### src/rtl/count_seq_pkg.sv
// Shared definitions for the count sequencer: FSM state encoding and default widths.
package count_seq_pkg;

    localparam int WIDTH_DEF = 32;
    localparam int DIV_W_DEF = 16;

    typedef enum logic [1:0] {
        IDLE = 2'd0,
        LOAD = 2'd1,
        RUN  = 2'd2,
        DONE = 2'd3
    } state_t;

endpackage

### src/rtl/dec_prescaler.sv
// Reload-down counter that paces decrement requests: tick once every div+1 enabled clocks.
module dec_prescaler #(
    parameter int DIV_W = 16
) (
    input  logic             clock,
    input  logic             load,
    input  logic [DIV_W-1:0] div,
    input  logic             en,
    output logic             tick
);

    logic [DIV_W-1:0] pre;

    assign tick = (pre == '0);

    // Datapath only; it is always reloaded in LOAD before its tick is used.
    always_ff @(posedge clock) begin
        if (load) begin
            pre <= div;
        end else if (en) begin
            pre <= tick ? div : pre - DIV_W'(1);
        end
    end

endmodule

### src/rtl/count_sequencer.sv
// Control sequencer for the loadable down-counter: accepts a count command, loads it,
// issues rate-limited decrements until the counter reports zero, and signals done/aborted.
module count_sequencer
    import count_seq_pkg::*;
#(
    parameter int WIDTH = WIDTH_DEF,
    parameter int DIV_W = DIV_W_DEF
) (
    input  logic             clock,
    input  logic             reset_n,
    input  logic             cmd_valid,
    output logic             cmd_ready,
    input  logic [WIDTH-1:0] cmd_count,
    input  logic [DIV_W-1:0] cmd_div,
    input  logic             abort,
    output logic [WIDTH-1:0] cnt_in,
    output logic             cnt_latch,
    output logic             cnt_dec,
    input  logic             cnt_zero,
    output logic             busy,
    output logic             done,
    output logic             aborted
);

    state_t           state;
    state_t           state_nxt;
    logic [DIV_W-1:0] div_r;
    logic             accept;
    logic             tick;
    logic             in_seq;

    assign accept = cmd_valid && cmd_ready;
    assign in_seq = (state == LOAD) || (state == RUN);

    dec_prescaler #(
        .DIV_W (DIV_W)
    ) u_prescaler (
        .clock (clock),
        .load  (state == LOAD),
        .div   (div_r),
        .en    (state == RUN),
        .tick  (tick)
    );

    always_ff @(posedge clock or negedge reset_n) begin
        if (!reset_n) begin
            state <= IDLE;
        end else begin
            state <= state_nxt;
        end
    end

    always_comb begin
        state_nxt = state;
        case (state)
            IDLE: if (accept) state_nxt = LOAD;
            LOAD: state_nxt = abort ? IDLE : RUN;
            RUN: begin
                // abort takes priority over a simultaneous zero
                if (abort) begin
                    state_nxt = IDLE;
                end else if (cnt_zero) begin
                    state_nxt = DONE;
                end
            end
            DONE:    state_nxt = IDLE;
            default: state_nxt = IDLE;
        endcase
    end

    always_comb begin
        cmd_ready = (state == IDLE);
        busy      = (state != IDLE);
        cnt_dec   = (state == RUN) && tick && !cnt_zero && !abort;
    end

    always_ff @(posedge clock or negedge reset_n) begin
        if (!reset_n) begin
            cnt_in    <= '0;
            cnt_latch <= 1'b0;
            done      <= 1'b0;
            aborted   <= 1'b0;
        end else begin
            if (accept) begin
                cnt_in <= cmd_count;
            end
            cnt_latch <= accept;
            done      <= (state == RUN) && cnt_zero && !abort;
            aborted   <= in_seq && abort;
        end
    end

    // Interval is only consumed after a command has loaded it.
    always_ff @(posedge clock) begin
        if (accept) begin
            div_r <= cmd_div;
        end
    end

endmodule
### config.mk
export PLATFORM = sky130hd
export DESIGN_NAME = count_sequencer
export DESIGN_NICKNAME = d
export VERILOG_FILES = /design/src/rtl/count_seq_pkg.sv /design/src/rtl/dec_prescaler.sv /design/src/rtl/count_sequencer.sv
export SDC_FILE = /design/constraint.sdc
export NUM_CORES = 1
export LEC_CHECK = 0
export BUFFER_PORTS_ARGS = -buffer_cell sky130_fd_sc_hd__buf_2
export CAP_MARGIN = 15
export CORE_MARGIN = 2
export CORE_UTILIZATION = 54
export DETAILED_ROUTE_END_ITERATION = 12
export GPL_ROUTABILITY_DRIVEN = 0
export PLACE_DENSITY = 0.85
export SLEW_MARGIN = 20
export SYNTH_ARGS = -nofsm -noshare
export SYNTH_HDL_FRONTEND = slang
export SYNTH_SLANG_ARGS = --single-unit
### constraint.sdc
create_clock -name clock -period 4.9 [get_ports clock]
set_input_delay 1.47 -clock clock [delete_from_list [all_inputs] [get_ports clock]]
set_output_delay 1.47 -clock clock [all_outputs]
set_load 0.005 [all_outputs]
# [Word-level counts from Yosys, hierarchy flattened]
# Index checks and enable logic that the tools add are counted.
# Widths: inputs -> output; s select.
[word_totals] register_bits=69 latch_bits=0 ramBits=0 rom_bits=0 n_memories=0
[classes] n_addsub=1 multipliers=0 div=0 n_lt_le_gt_ge=0 n_eq_ne=5 shifts=0 mux=8 bitwise_logic=0 n_reduce_logical=15
[op_table] operator="$mux 16" count=3
[op_table] operator="$logic_not 16->1" count=1
[op_table] operator="$sub 16x1->16 const B" count=1
[op_table] operator="$mux 2" count=4
[op_table] operator="$pmux 2 s4" count=1
[op_table] operator="$logic_and 1x1->1" count=7
[op_table] operator="$eq 2x2->1 const B" count=2
[op_table] operator="$reduce_bool 2->1" count=2
[op_table] operator="$ne 3x3->1 const B" count=1
[op_table] operator="$eq 2x1->1 const B" count=1
[op_table] operator="$logic_not 1->1" count=2
[op_table] operator="$logic_not 2->1" count=1
[op_table] operator="$ne 2x1->1 const B" count=1
[op_table] operator="$reduce_and 2->1" count=1
[op_table] operator="$logic_or 1x1->1" count=1

# [Depth between registers and ports, before layout]
[logic_depth] ltp_word=4 ltp_mapped=7

# [By module]
# Synthesis repeated with hierarchy kept, for this count alone.
[unflattened] cells_unflattened=198 hier_area_um2=3155.5
[modules_own_cells] mod="count_sequencer" n_inst=1 cells_each=108 area_per_inst_um2=2073.2 seq_area_each_um2=1406.3
[modules_own_cells] mod="dec_prescaler" n_inst=1 cells_each=90 area_per_inst_um2=1082.3 seq_area_each_um2=480.5

# [Worst setup path after synthesis]
# No wires, ideal clock.
[synth_path] path_kind="input port to output port" start="in abort" end="out cnt_dec" arrival_time_ns=1.963 required_ns=3.430 setup_slack_ns=1.467 path_stages=3 n_path_buf=0 path_cell_list="nor2b_1 > nor2b_1 > nor2b_1"
[synth_between] elab_chain_cells=2
[synth_rtl] item="start: declaration" line="count_sequencer.sv:15" source="input logic abort,"
[synth_rtl] item="$logic_not 1->1" line="count_sequencer.sv:74" source="cnt_dec = (state == RUN) && tick && !cnt_zero && !abort;"
[synth_rtl] item="$logic_and 1x1->1" line="count_sequencer.sv:74"
[synth_rtl] item="end: declaration" line="count_sequencer.sv:18" source="output logic cnt_dec,"
# No other way between the ends.

# [Final worst setup path]
# Ends and elaborated chain as after synthesis.

==> results.yml <==
synthesis:
  async_reset_ff_share_pct: 53.6
  synth_most_common_cell: "dfrtp_1"
  synth-seq-cells: 69
  synth_top_area_cell: "edfxtp_1"
  synth_area_sq_um: 2900
  syn_nets: 261
  ys.flop_type: "dfrtp_1"
  synth_cells: 203
  synth_area_leaders: "edfxtp_1 (33%), dfrtp_1 (32%), mux2_2 (13%), xor2_1 (2.7%), nor2_1 (2.5%)"
  synth_edf_count: 32
  yosysWarnings: 0
  yosysTopAreaCellShare_pct: 33.1
  synth_cell_types: 32
  syn_area_per_cell_sq_um: 14.3
  synth_common_cells: "dfrtp_1 (37), mux2_2 (33), edfxtp_1 (32)"
  synth_seq_area_share_pct: 65.0
worst_setup_path:
  cpMostUsedCell: "nor2b_1"
  startpoint: "abort"
  crit_family: "simple AND/OR/NAND/NOR gates"
  cp_data_required_time_ps: 3430
  critical_path_class: "primary input to output port"
  slowest_stage: "nor2b_1"
  end_kind: "output port"
  worstPathCellList: "buf_2 > nor2b_1 > nor2b_1 > nor2b_1 > buf_2"
  r2r_start: "u_prescaler.pre[0]$_DFFE_PN_"
  critPathLaunchType: "primary input"
  path_buf_inv: 2
  critPathMaxStageDelay_ps: 240
  critPathMaxFanout: 3
  arrival_ps: 2280
grt:
  grt_max_degree: 38
  grt_overflow_total: 0
  antenna_found_initial: 0
  first_global_vias: 2077
  grt_use_total_pct: 20.3
  grt_pass1_wl_microns: 9350
timing:
  drv_slew: 0
  fmax_mhz: 267
  rsz0062_at_grt: "no"
  setup-tns-final_ps: 0
  worstMarginPinSlew_ps: 834
  finalSetupViolations: 0
  relSlewSlack_pct: 44.3
  hold_viol: 0
  skew_ps: 5.50
  setup_slack_ps: 1150
  finalCriticalPeriod_ps: 3750
  finalCritPeriodShare_pct: 76.5
die:
  io_pins: 91
  fp.dieH_microns: 77.3
  dieArea_sq_um: 5980
  coreArea_sq_um: 5140
  rows: 26
  die_x_microns: 77.3
  initial_core_util_pct: 56.5
placement:
  dp_slack_ps: 1160
  port-buffer-count: 90
  post-dp-hpwl_microns: 4150
cells_and_area:
  nFillCells: 373
  area_growth_syn_to_layout_pct: 24.4
  drive_above_1_share_pct: 47.5
  nets: 358
  final_util_pct: 70.2
  diodes: 0
clocking:
  cts_resized: 0
  ctsHoldBuffers: 0
  tritoncts: "yes"
  cts.clk_slew.worst_paths_ps: 70
  clock_path_buffers: 2
  cts_buffers: 9
  ctsRootBufferMaster: "clkbuf_8"
  h-tree-depth: 3
  clock-sinks: 69
  clk_latency_ps: 320
  post_cts_buffers: 0
route:
  wl_microns: 5690
  drc: 0
  dr.pass1.iters: 4
  dr_total_vias: 1958
  routedWlPerCell_microns: 15.2
  first_iter_violations: 129
  ant_nets: 0
  via_per_inst: 5.22
power:
  leakage_nw: 1.56
  irDropWorstVdd_v: 0.000364
  p_comb_share_pct: 34.8
  p_per_area_nw_per_um2: 668
  clockPowerShare_pct: 18.6
  seq_power_share_pct: 46.7
  p_sw_share_pct: 33.3
  power_switching_w: 0.000803
  p_int_w: 0.00161
job:
  maxCapViolCount: 0
worst_hold_path:
  min_from: "cnt_in[17]$_DFFE_PN0P_"
  hold_class: "flop to flop"
status:
  status: "completed"
layout by cell type (no fill, tap or decap), drive strengths merged:
cell	synthesis	routed
a21oi	13	13
a31oi	2	2
a41oi	1	1
and2	2	2
buf	6	92
bufinv	0	1
clkbuf	0	12
clkinv	0	2
clkinvlp	0	1
dfrtp	37	37
edfxtp	32	32
ha	5	5
inv	8	8
mux2	33	33
mux2i	1	1
nand2	8	8
nand3	2	2
nand3b	1	1
nand4	3	3
nand4b	1	1
nor2	19	19
nor2b	3	3
nor3	3	3
nor3b	1	1
nor4	4	4
nor4b	1	1
o21ai	2	2
o22a	1	1
o22ai	1	1
or3	1	1
xnor2	3	3
xor2	9	9
through the flow:
| step | cell area, sq um | total power (W) | std cells | hold WS, ps |
|---|---|---|---|---|
| floorplan | 2900 | 0.00166 | 203 | 489 |
| global placement | 3420 | 0.00193 | 359 | 482 |
| detailed placement | 3420 | 0.00198 | 359 | 488 |
| CTS | 3610 | 0.00243 | 375 | 503 |
| global route | 3610 | 0.00257 | 375 | 511 |
| finish | 3610 | 0.00241 | 375 | 500 |
sequential cells by signal, indices dropped and copies added (netlist names):
register	flops
aborted	1
u_prescaler.pre	16
cnt_in	32
state	2
div_r	16
cnt_latch	1
done	1
routing by layer:
layer | GRT usage (%) | wire length [microns]
met4 | 10.5 | 123
met5 | 0 | 0
met2 | 34.0 | 2930
met3 | 5.29 | 356
met1 | 24.1 | 2280
layout make-up:
type	count	area [sq um]	area share (%)
clock inverters	4	47.5	1.32
flip-flops and latches	69	1890	52.3
clock buffers	12	145	4.02
multi-input cells	120	947	26.2
well taps	70	87.6	2.43
inverters	8	30.0	0.832
repair buffers	92	465	12.9
worst paths after layout:
path                       cells after the start                           end  slack (ps)
hold reg to reg                                1        cnt_in[17]$_DFFE_PN0P_         500
hold / removal                                 1        cnt_in[17]$_DFFE_PN0P_         500
max in group asynchronous                      1        cnt_in[24]$_DFFE_PN0P_        3150
min in group asynchronous                      1         cnt_in[4]$_DFFE_PN0P_        1230
setup / recovery                               5                       cnt_dec        1150
setup reg to reg                               6  u_prescaler.pre[0]$_DFFE_PN_        2270
power groups by stage:
| stage | clock, W | combinational [W] | sequential, W |
|---|---|---|---|
| 2_1_floorplan | 0 | 0.000544 | 0.00112 |
| 3_5_place_dp | 0 | 0.000846 | 0.00113 |
| 6_report | 0.000448 | 0.000838 | 0.00113 |
| 4_1_cts | 0.000454 | 0.000851 | 0.00112 |
| 3_3_place_gp | 0 | 0.000814 | 0.00111 |
| 5_1_grt | 0.000478 | 0.000933 | 0.00116 |
cells by family (layout without fill, tap and decap cells):
| group | Yosys count | after routing | synth area share, % |
|---|---|---|---|
| xor+xnor | 12 | 12 | 3.62 |
| mux | 34 | 34 | 13.1 |
| fa+ha+maj | 5 | 5 | 2.16 |
| buf+inv | 14 | 116 | 2.37 |
| simple gates | 49 | 49 | 9.61 |
| flops | 69 | 69 | 65.0 |
| compound gates | 20 | 20 | 4.10 |
Power figures use the tool's default switching activity.
